`src/rtl/mips_multicycle_ctrl_if.sv`:
```
// Control bundle between the multicycle MIPS controller (master) and its datapath (slave).
interface mips_multicycle_ctrl_if #(
  parameter int CNT_W = 32
);
  logic [5:0]       opcode;
  logic [5:0]       funct;
  logic             zero;
  logic             mem_ready;
  logic             i_or_d;
  logic             mem_write;
  logic             ir_write;
  logic             pc_write_en;
  logic [1:0]       pc_src;
  logic             alu_src_a;
  logic [1:0]       alu_src_b;
  logic [3:0]       alu_control;
  logic             reg_dst;
  logic             mem_to_reg;
  logic             reg_write;
  logic             illegal;
  logic             mem_timeout;
  logic [3:0]       state_dbg;
  logic [CNT_W-1:0] retired;

  modport master (
    input  opcode, funct, zero, mem_ready,
    output i_or_d, mem_write, ir_write, pc_write_en, pc_src, alu_src_a, alu_src_b,
           alu_control, reg_dst, mem_to_reg, reg_write, illegal, mem_timeout,
           state_dbg, retired
  );

  modport slave (
    output opcode, funct, zero, mem_ready,
    input  i_or_d, mem_write, ir_write, pc_write_en, pc_src, alu_src_a, alu_src_b,
           alu_control, reg_dst, mem_to_reg, reg_write, illegal, mem_timeout,
           state_dbg, retired
  );
endinterface

```
`src/rtl/mips_multicycle_ctrl.sv`:
```
// Multicycle MIPS main controller: FSM sequencing, memory-stall watchdog, retired counter.
// Optional bne support is enabled by defining MIPS_CTRL_BNE_EN.
module mips_multicycle_ctrl #(
  parameter int CNT_W        = 32,
  parameter int MEM_WAIT_MAX = 15
) (
  input logic                    clk,
  input logic                    reset,
  mips_multicycle_ctrl_if.master bus
);
  // states: 0 FETCH | 1 DECODE | 2 MEMADR | 3 MEMRD | 4 MEMWB | 5 MEMWR | 6 EXEC | 7 ALUWB
  //         8 BRANCH | 9 ADDIEX | 10 ADDIWB | 11 JUMP | 12-15 unreachable, recover to FETCH
  typedef enum logic [3:0] {
    FETCH  = 4'd0,
    DECODE = 4'd1,
    MEMADR = 4'd2,
    MEMRD  = 4'd3,
    MEMWB  = 4'd4,
    MEMWR  = 4'd5,
    EXEC   = 4'd6,
    ALUWB  = 4'd7,
    BRANCH = 4'd8,
    ADDIEX = 4'd9,
    ADDIWB = 4'd10,
    JUMP   = 4'd11
  } state_t;

  localparam logic [5:0] OP_R    = 6'b000000;
  localparam logic [5:0] OP_LW   = 6'b100011;
  localparam logic [5:0] OP_SW   = 6'b101011;
  localparam logic [5:0] OP_BEQ  = 6'b000100;
  localparam logic [5:0] OP_ADDI = 6'b001000;
  localparam logic [5:0] OP_J    = 6'b000010;
`ifdef MIPS_CTRL_BNE_EN
  localparam logic [5:0] OP_BNE  = 6'b000101;
`endif

  localparam logic [3:0] ALU_AND = 4'b0000;
  localparam logic [3:0] ALU_OR  = 4'b0001;
  localparam logic [3:0] ALU_ADD = 4'b0010;
  localparam logic [3:0] ALU_SUB = 4'b0110;
  localparam logic [3:0] ALU_SLT = 4'b0111;

  localparam int SW = (MEM_WAIT_MAX < 1) ? 1 : $clog2(MEM_WAIT_MAX + 1);
  localparam logic [SW-1:0] STALL_MAX = SW'(MEM_WAIT_MAX);

  state_t           state_q, state_d;
  logic [CNT_W-1:0] retired_q, retired_d;
  logic [SW-1:0]    stall_q, stall_d;
  logic             timeout_q, timeout_d;
`ifdef MIPS_CTRL_BNE_EN
  logic             bne_q, bne_d;
`endif

  logic       i_or_d, mem_write, ir_write, pc_write, alu_src_a;
  logic       reg_dst, mem_to_reg, reg_write, illegal;
  logic [1:0] pc_src, alu_src_b;
  logic [3:0] alu_control;
  logic       branch_taken;
  logic       stalling;
  logic       retire;

`ifdef MIPS_CTRL_BNE_EN
  assign branch_taken = bne_q ? ~bus.zero : bus.zero;
`else
  assign branch_taken = bus.zero;
`endif

  always_comb begin
    state_d     = state_q;
    i_or_d      = 1'b0;
    mem_write   = 1'b0;
    ir_write    = 1'b0;
    pc_write    = 1'b0;
    pc_src      = 2'b00;
    alu_src_a   = 1'b0;
    alu_src_b   = 2'b00;
    alu_control = ALU_ADD;
    reg_dst     = 1'b0;
    mem_to_reg  = 1'b0;
    reg_write   = 1'b0;
    illegal     = 1'b0;
    case (state_q)
      FETCH: begin
        alu_src_b = 2'b01;
        ir_write  = bus.mem_ready;
        pc_write  = bus.mem_ready;
        if (bus.mem_ready) state_d = DECODE;
      end
      DECODE: begin
        alu_src_b = 2'b11;
        case (bus.opcode)
          OP_LW, OP_SW: state_d = MEMADR;
          OP_R:         state_d = EXEC;
          OP_BEQ:       state_d = BRANCH;
`ifdef MIPS_CTRL_BNE_EN
          OP_BNE:       state_d = BRANCH;
`endif
          OP_ADDI:      state_d = ADDIEX;
          OP_J:         state_d = JUMP;
          default: begin
            illegal = 1'b1;
            state_d = FETCH;
          end
        endcase
      end
      MEMADR: begin
        alu_src_a = 1'b1;
        alu_src_b = 2'b10;
        state_d   = (bus.opcode == OP_SW) ? MEMWR : MEMRD;
      end
      MEMRD: begin
        i_or_d = 1'b1;
        if (bus.mem_ready) state_d = MEMWB;
      end
      MEMWB: begin
        mem_to_reg = 1'b1;
        reg_write  = 1'b1;
        state_d    = FETCH;
      end
      MEMWR: begin
        i_or_d    = 1'b1;
        mem_write = 1'b1;
        if (bus.mem_ready) state_d = FETCH;
      end
      EXEC: begin
        alu_src_a = 1'b1;
        state_d   = ALUWB;
        case (bus.funct)
          6'b100000: alu_control = ALU_ADD;
          6'b100010: alu_control = ALU_SUB;
          6'b100100: alu_control = ALU_AND;
          6'b100101: alu_control = ALU_OR;
          6'b101010: alu_control = ALU_SLT;
          default: begin
            illegal = 1'b1;
            state_d = FETCH;
          end
        endcase
      end
      ALUWB: begin
        reg_dst   = 1'b1;
        reg_write = 1'b1;
        state_d   = FETCH;
      end
      BRANCH: begin
        alu_src_a   = 1'b1;
        alu_control = ALU_SUB;
        pc_src      = 2'b01;
        pc_write    = branch_taken;
        state_d     = FETCH;
      end
      ADDIEX: begin
        alu_src_a = 1'b1;
        alu_src_b = 2'b10;
        state_d   = ADDIWB;
      end
      ADDIWB: begin
        reg_write = 1'b1;
        state_d   = FETCH;
      end
      JUMP: begin
        pc_src   = 2'b10;
        pc_write = 1'b1;
        state_d  = FETCH;
      end
      default: state_d = FETCH;
    endcase
  end

  // Stall run length saturates at the limit; the sticky flag rises on the cycle it is reached.
  assign stalling  = (state_q inside {FETCH, MEMRD, MEMWR}) && !bus.mem_ready;
  assign stall_d   = !stalling ? '0 : (stall_q == STALL_MAX) ? stall_q : stall_q + SW'(1);
  assign timeout_d = timeout_q | ((MEM_WAIT_MAX != 0) && stalling && (stall_d == STALL_MAX));

  assign retire    = (state_q inside {MEMWB, MEMWR, ALUWB, BRANCH, ADDIWB, JUMP}) &&
                     (state_d == FETCH);
  assign retired_d = retired_q + CNT_W'(retire);

`ifdef MIPS_CTRL_BNE_EN
  assign bne_d = (state_q == DECODE) ? (bus.opcode == OP_BNE) : bne_q;
`endif

  always_ff @(posedge clk or posedge reset) begin
    if (reset) begin
      state_q   <= FETCH;
      retired_q <= '0;
      stall_q   <= '0;
      timeout_q <= 1'b0;
`ifdef MIPS_CTRL_BNE_EN
      bne_q     <= 1'b0;
`endif
    end else begin
      state_q   <= state_d;
      retired_q <= retired_d;
      stall_q   <= stall_d;
      timeout_q <= timeout_d;
`ifdef MIPS_CTRL_BNE_EN
      bne_q     <= bne_d;
`endif
    end
  end

  // Strobes are held off for the whole reset window, not just until the first edge.
  assign bus.mem_write   = mem_write & ~reset;
  assign bus.ir_write    = ir_write  & ~reset;
  assign bus.pc_write_en = pc_write  & ~reset;
  assign bus.reg_write   = reg_write & ~reset;
  assign bus.i_or_d      = i_or_d;
  assign bus.pc_src      = pc_src;
  assign bus.alu_src_a   = alu_src_a;
  assign bus.alu_src_b   = alu_src_b;
  assign bus.alu_control = alu_control;
  assign bus.reg_dst     = reg_dst;
  assign bus.mem_to_reg  = mem_to_reg;
  assign bus.illegal     = illegal;
  assign bus.mem_timeout = timeout_q;
  assign bus.state_dbg   = state_q;
  assign bus.retired     = retired_q;
endmodule

```
`src/flat_wrapper.sv`:
```
// flat-port wrapper written by rule: the top's interface ports become plain ports
module mips_multicycle_ctrl_flat 
#(
  parameter int CNT_W        = 32,
  parameter int MEM_WAIT_MAX = 15
)
  (clk, reset, bus_opcode, bus_funct, bus_zero, bus_mem_ready, bus_i_or_d, bus_mem_write, bus_ir_write, bus_pc_write_en, bus_pc_src, bus_alu_src_a, bus_alu_src_b, bus_alu_control, bus_reg_dst, bus_mem_to_reg, bus_reg_write, bus_illegal, bus_mem_timeout, bus_state_dbg, bus_retired);
  mips_multicycle_ctrl_if #(.CNT_W(CNT_W)) bus_i ();
  input logic clk;
  input logic reset;
  input wire logic [$bits(bus_i.opcode)-1:0] bus_opcode;
  input wire logic [$bits(bus_i.funct)-1:0] bus_funct;
  input wire logic [$bits(bus_i.zero)-1:0] bus_zero;
  input wire logic [$bits(bus_i.mem_ready)-1:0] bus_mem_ready;
  output wire logic [$bits(bus_i.i_or_d)-1:0] bus_i_or_d;
  output wire logic [$bits(bus_i.mem_write)-1:0] bus_mem_write;
  output wire logic [$bits(bus_i.ir_write)-1:0] bus_ir_write;
  output wire logic [$bits(bus_i.pc_write_en)-1:0] bus_pc_write_en;
  output wire logic [$bits(bus_i.pc_src)-1:0] bus_pc_src;
  output wire logic [$bits(bus_i.alu_src_a)-1:0] bus_alu_src_a;
  output wire logic [$bits(bus_i.alu_src_b)-1:0] bus_alu_src_b;
  output wire logic [$bits(bus_i.alu_control)-1:0] bus_alu_control;
  output wire logic [$bits(bus_i.reg_dst)-1:0] bus_reg_dst;
  output wire logic [$bits(bus_i.mem_to_reg)-1:0] bus_mem_to_reg;
  output wire logic [$bits(bus_i.reg_write)-1:0] bus_reg_write;
  output wire logic [$bits(bus_i.illegal)-1:0] bus_illegal;
  output wire logic [$bits(bus_i.mem_timeout)-1:0] bus_mem_timeout;
  output wire logic [$bits(bus_i.state_dbg)-1:0] bus_state_dbg;
  output wire logic [$bits(bus_i.retired)-1:0] bus_retired;
  assign bus_i.opcode = bus_opcode;
  assign bus_i.funct = bus_funct;
  assign bus_i.zero = bus_zero;
  assign bus_i.mem_ready = bus_mem_ready;
  assign bus_i_or_d = bus_i.i_or_d;
  assign bus_mem_write = bus_i.mem_write;
  assign bus_ir_write = bus_i.ir_write;
  assign bus_pc_write_en = bus_i.pc_write_en;
  assign bus_pc_src = bus_i.pc_src;
  assign bus_alu_src_a = bus_i.alu_src_a;
  assign bus_alu_src_b = bus_i.alu_src_b;
  assign bus_alu_control = bus_i.alu_control;
  assign bus_reg_dst = bus_i.reg_dst;
  assign bus_mem_to_reg = bus_i.mem_to_reg;
  assign bus_reg_write = bus_i.reg_write;
  assign bus_illegal = bus_i.illegal;
  assign bus_mem_timeout = bus_i.mem_timeout;
  assign bus_state_dbg = bus_i.state_dbg;
  assign bus_retired = bus_i.retired;
  mips_multicycle_ctrl #(.CNT_W(CNT_W), .MEM_WAIT_MAX(MEM_WAIT_MAX)) u_core (.clk(clk), .reset(reset), .bus(bus_i));
endmodule
```
`config.mk`:
```
export PLATFORM = sky130hd
export DESIGN_NAME = mips_multicycle_ctrl_flat
export DESIGN_NICKNAME = d
export VERILOG_FILES = /design/src/rtl/mips_multicycle_ctrl_if.sv /design/src/rtl/mips_multicycle_ctrl.sv /design/src/flat_wrapper.sv
export SDC_FILE = /design/constraint.sdc
export NUM_CORES = 1
export LEC_CHECK = 0
export CAP_MARGIN = 10
export CORE_AREA = 2 2 74 76
export CTS_CLUSTER_SIZE = 14
export DETAILED_ROUTE_END_ITERATION = 8
export DIE_AREA = 0 0 76 78
export PLACE_DENSITY = 0.85
export SLEW_MARGIN = 30
export SYNTH_ARGS = -nofsm -noshare
export SYNTH_HDL_FRONTEND = slang
export SYNTH_SLANG_ARGS = --single-unit
```
`constraint.sdc`:
```
create_clock -name clk -period 3.7 [get_ports clk]
set_input_delay 0.74 -clock clk [delete_from_list [all_inputs] [get_ports clk]]
set_output_delay 0.74 -clock clk [all_outputs]
set_load 0.01 [all_outputs]
```
; Word-level counts from Yosys, hierarchy flattened
; Index checks and enable logic that the tools add are counted.
[totals]
reg_bits = 41
latchBits = 0
ram_bits = 0
mem_bits_ro = 0
input_bits = 16
output_inout_bits = 54
wordCells = 75
memories = 0
[op_classes]
addsub = 2
multipliers = 0
div_mod_pow = 0
order_cmp = 0
eq_ne = 23
n_shift = 0
mux = 24
bitwise_logic = 6
reduce_logical = 16
[ops]
columns = cell, n
row1 = equality test 6 bit (second input constant), 7
row2 = adder 32 x 1 -> 32 bit, 1
row3 = case mux 4 bit (7 select lines), 1
row4 = equality test 4 bit (second input constant), 6
row5 = 2-to-1 mux 4 bit, 5
row6 = case mux 4 bit (5 select lines), 1
row7 = equality test 4 x 3 -> 1 bit (second input constant), 4
row8 = case mux 3 bit (4 select lines), 1
row9 = 2-to-1 mux 1 bit, 9
row10 = equality test 4 x 2 -> 1 bit (second input constant), 2
row11 = logical NOT 4 bit, 2
row12 = case mux 4 bit (2 select lines), 1
row13 = equality test 6 x 2 -> 1 bit (second input constant), 1
row14 = equality test 6 x 3 -> 1 bit (second input constant), 1
row15 = equality test 6 x 4 -> 1 bit (second input constant), 1
row16 = logical NOT 6 bit, 1
row17 = 2-to-1 mux 3 bit, 2
row18 = case mux 2 bit (3 select lines), 1
row19 = nonzero test 6 bit, 1
row20 = OR reduction 2 bit, 3
row21 = OR reduction 6 bit, 1
row22 = OR reduction 5 bit, 1
row23 = adder 4 x 1 -> 4 bit (second input constant), 1
row24 = AND 1 bit, 4
row25 = other kinds (11), 13

; Depth between registers and ports, before layout
[logic_depth]
depth_word = 7
mapped_depth = 12
depth_no_buf = 10

; Worst setup path before layout
; No wires, ideal clock.
[synth_path]
path_type = input to register
from = input port bus_opcode[3]
to = register u_core.retired_q[16] (netlist: u_core.bus.retired[16])
setup_time_ns = 0.128
t_arrival_ns = 2.761
t_required_ns = 3.572
setup_slack_ns = 0.811
path_stages = 11
path_buffers = 1
path_cell_list = clkbuf_1 xnor2_1 or3_1 o221ai_1 a21oi_1 ha_1 ha_1 and4_1 and4_1 and3_1 xor2_1
[synth_via]
elab_chain_len = 7
elab_cells_between_ends = 13
cone_classes = 1 x add/sub / 5 x eq/ne / 3 x mux / 4 x reduce/logical
[synth_rtl]
columns = item, line_no
row1 = from (decl), flat_wrapper.sv:11  ; input wire logic [$bits(bus_i.opcode)-1:0] bus_opcode;
row2 = equality test 6 bit, mips_multicycle_ctrl.sv:92  ; case (bus.opcode)
row3 = OR reduction 2 bit, mips_multicycle_ctrl.sv:92
row4 = case mux 4 bit (5 select lines) (*), mips_multicycle_ctrl.sv:92
row5 = case mux 4 bit (7 select lines) (*), mips_multicycle_ctrl.sv:83  ; case (state_q)
row6 = via u_core.state_d[0], mips_multicycle_ctrl.sv:47  ; state_t state_q, state_d;
row7 = logical NOT 4 bit (*), mips_multicycle_ctrl.sv:177  ; (state_d == FETCH);
row8 = logical AND 1 bit (*), mips_multicycle_ctrl.sv:176  ; assign retire = (state_q inside {MEMWB, MEMWR, ALUWB, BRANCH, ADDIWB, JUMP}) &&
row9 = adder 32 x 1 -> 32 bit (*), mips_multicycle_ctrl.sv:178  ; assign retired_d = retired_q + CNT_W'(retire);
row10 = via u_core.retired_d[16], mips_multicycle_ctrl.sv:48  ; logic [CNT_W-1:0] retired_q, retired_d;
row11 = to (signal assigned), mips_multicycle_ctrl.sv:195  ; retired_q <= retired_d;
row12 = to (decl), mips_multicycle_ctrl.sv:48
; Mark *: on every way through the listed nets, which the timed path passes. The rest lies on a longest branch.

; Final worst setup path
[layout_path]
from = input port bus_opcode[3]
to = output port bus_illegal
[layout_via]
elab_chain_len = 4
elab_cells_between_ends = 9
cone_classes = 5 x eq/ne / 2 x mux / 2 x reduce/logical
[layout_rtl]
columns = item, line_no
row1 = equality test 6 bit (tied with other cells), mips_multicycle_ctrl.sv:92
row2 = OR reduction 6 bit (no line) (*), n/a
row3 = 2-to-1 mux 1 bit (*), mips_multicycle_ctrl.sv:92
row4 = case mux 1 bit (2 select lines) (*), mips_multicycle_ctrl.sv:83
row5 = to (decl), flat_wrapper.sv:26  ; output wire logic [$bits(bus_i.illegal)-1:0] bus_illegal;
; Every way passes the cells marked *; elsewhere a longest branch is shown, timed or not.

==> impl_metrics.py <==
metrics = {
    "timing": {
        "max_freq_mhz": 306.4,
        "rsz0062_at_grt": "no",
        "skew_ns": 0.008031,
        "hold_viol_final": 0,
        "post-route-period-util_pct": 88.20,
        "slew_headroom_pct": 63.05,
        "setup_tns_ns": 0,
        "tightest_slew_ns": 0.5543,
        "finalMaxSlewViolations": 0,
        "fin_crit_ns": 3.263,
        "setup_violations": 0,
    },
    "critical_path": {
        "r2r_end": "u_core.bus.retired[16]$_DFF_PP0_",
        "cp_top_family": "buffers and inverters",
        "reg2reg_depth": 10,
        "crit_buf_inv": 2,
        "worstPathMaxFanout": 6,
        "cpPeakStageDelay_ns": 0.51,
        "r2r_start": "u_core.bus.state_dbg[1]$_DFF_PP0_",
        "cp.arrival_ns": 2.52,
        "slowest_stage": "clkdlybuf4s50_1",
        "r2r_setup_slack_ns": 0.70,
        "cpMostUsedCell": "clkdlybuf4s50_1",
        "end_kind": "output pin",
        "crit_chain": "clkdlybuf4s50_1 > nor4_1 > o21ai_0 > a32o_1 > clkdlybuf4s50_1",
        "worstSetupStartpoint": "bus_opcode[3]",
        "setup.worst_path.start_class": "primary input",
        "critPathKind": "in -> out",
        "worst_ep_required_time_ns": 2.96,
    },
    "finish": {
        "regArea_sq_um": 1026,
        "final_util_pct": 62.13,
        "layout_commonest_cell": "clkdlybuf4s50_1",
        "fillers": 421,
        "diodes": 0,
        "final_area_sq_um": 3133,
        "syn_to_final_growth_pct": 35.13,
        "multi_input_area_sq_um": 1201,
        "final_cell_mix": "clkdlybuf4s50_1, dfrtp_1, nor2_1",
        "drive_gt1_share_pct": 4.180,
        "num-nets-final": 331,
    },
    "routing": {
        "drtIter0Drc": 103,
        "drcViolationCount": 0,
        "wl_per_cell_um": 13.56,
        "antenna_left": 0,
        "firstDrtPassIters": 4,
        "vias": 2008,
        "viasPerCell": 5.270,
        "wl_um": 5167,
    },
    "yosys": {
        "avgSynthCellArea_sq_um": 9.502,
        "synth_top_family_by_area": "simple AND/OR/NAND/NOR gates",
        "synth_cells": 244,
        "yosys_warnings": 0,
        "ys_types": 46,
        "syn_nets": 263,
        "synthAdderAreaFrac_pct": 1.619,
        "synth_top_area_share_pct": 44.25,
        "synthMuxAreaShare_pct": 1.781,
        "yosys.area_share.simple_pct": 27.04,
        "yosys-top-cells-area": "dfrtp_1, xor2_1, xnor2_1",
        "synth_seq_area_share_pct": 44.25,
        "synth_edf_count": 0,
        "synth_ff_type": "dfrtp_1",
        "synth_top_area_cell": "dfrtp_1",
        "synth-seq-cells": 41,
        "synthXorXnorAreaFrac_pct": 13.60,
        "ys_async_sr_fraction_pct": 100.0,
        "syn_area_sq_um": 2318,
        "synth_compound_area_share_pct": 7.609,
    },
    "grt": {
        "use_met2_pct": 32.05,
        "antenna_found_initial": 0,
        "gr-max-usage-layer": "met2",
        "grt_pass1_wl_um": 8942,
        "grt_pass1_vias": 1938,
        "grtUsageMet3_pct": 5.116,
        "grt_max_degree": 42,
        "grtUsageTotal_pct": 18.64,
        "use_met1_pct": 22.39,
        "grt_overflow": 0,
    },
    "min_path": {
        "hold_path_end": "u_core.bus.mem_timeout$_DFF_PP0_",
        "hold_depth": 2,
        "hold_path.startpoint": "u_core.bus.mem_timeout$_DFF_PP0_",
        "hold_path_class": "reg -> reg",
    },
    "floorplan": {
        "start_util_pct": 45.98,
        "core_sq_um": 5042,
        "die_h_um": 78,
        "ios": 70,
        "die_w_um": 76,
        "rows": 26,
        "die_area_sq_um": 5928,
    },
    "clock_tree": {
        "cts_repair_resize_count": 0,
        "cts_buffers": 5,
        "clock_path_buffers": 2,
        "postCtsHoldBufs": 0,
        "cts.clk_slew.worst_paths_ns": 0.07,
        "cts_tree": "done",
        "post-cts-setup-buffers": 0,
        "clk_latency_ns": 0.29,
        "cts_root_buffer": "clkbuf_8",
        "clock_sinks": 41,
        "cts_htree_levels": 2,
    },
    "placement": {
        "io_buffers": 68,
        "hpwl_um": 3827,
        "dpl_cell_area_sq_um": 3059,
        "globalplace.congestion": 0.8808,
    },
    "outcome": {
        "status": "finished clean",
    },
    "pwr": {
        "irDropWorstVdd_v": 0.0002998,
        "p_per_area_nw_per_um2": 390.2,
        "p_leak_nw": 1.344,
    },
    "flow_run": {
        "cap_viol_max_count": 0,
    },
}
## logic make-up (layout without fill, tap and decap cells)
family                   count (synthesis)  after routing
buffers and inverters                   21             88
flip-flops                              41             41
other                                    1              1
multiplexers                             4              4
AND/OR/NAND/NOR                        113            113
adder cells (fa/ha/maj)                  3              3
XOR/XNOR                                36             36
AO/OA/AOI/OAI                           25             25
## cell type report
class / instances / area share [%]
multi-input cells: 182 / 38.34
inverters: 11 / 1.318
repair buffers: 71 / 22.44
well taps: 70 / 2.796
clock inverters: 1 / 0.1597
flip-flops and latches: 41 / 32.75
clock buffers: 5 / 2.196
## worst min-delay path, cell delays in order, from the launching register on
cell and delay [ns]:
dfrtp_1 0.35, inv_1 0.04, o41ai_1 0.05
## Yosys cell counts, drive strengths merged (3+ instances only)
master / instances
xor2: 21
buf: 3
nand3: 13
dfrtp: 41
nor3: 19
o21ai: 5
nor2b: 3
nand4: 8
xnor2: 15
and4: 6
clkbuf: 7
and3: 5
o211ai: 3
nand2b: 7
a21oi: 5
ha: 3
nand2: 16
mux2i: 3
inv: 11
nor2: 22
nor4: 4
## report_power, final
group	total, mW	internal (mW)	switching (mW)
Clock	0.268	0.124	0.144
Combinational	0.386	0.212	0.173
Sequential	0.569	0.487	0.0828
## layer usage
layer	routed length, um	part of all wire [%]
met4	72	1.4
met5	0	0
met2	2552	49
met1	2258	44
met3	284	5.5
## state kept, by name, indices dropped and copies added (netlist names)
name	count
u_core.bus.mem_timeout	1
u_core.bus.retired	32
u_core.bus.state_dbg	4
u_core.stall_q	4
## metrics by stage
step                setup slack, ns  total power, mW  instances  hold WS [ns]
CTS                          0.4477            1.235        381        0.4809
detailed placement           0.1687           0.9659        375        0.4641
global placement             0.2695           0.9553        375        0.4535
finish                       0.4366            1.223        381        0.4758
global route                 0.2311            1.295        381        0.5003
floorplan                    0.8112           0.7688        244        0.4973
## worst max-delay path by stage
stage / end / slack [ns] / cells past startpoint
4_1_cts: bus_illegal / 0.45 / 5
3_3_place_gp: u_core.bus.retired[16]$_DFF_PP0_ / 0.27 / 11
5_1_grt: u_core.bus.retired[18]$_DFF_PP0_ / 0.23 / 11
3_5_place_dp: u_core.bus.retired[16]$_DFF_PP0_ / 0.17 / 11
2_1_floorplan: u_core.bus.retired[16]$_DFF_PP0_ / 0.81 / 11
6_report: bus_illegal / 0.44 / 5
No activity file was read; power rests on OpenSTA's default activity.
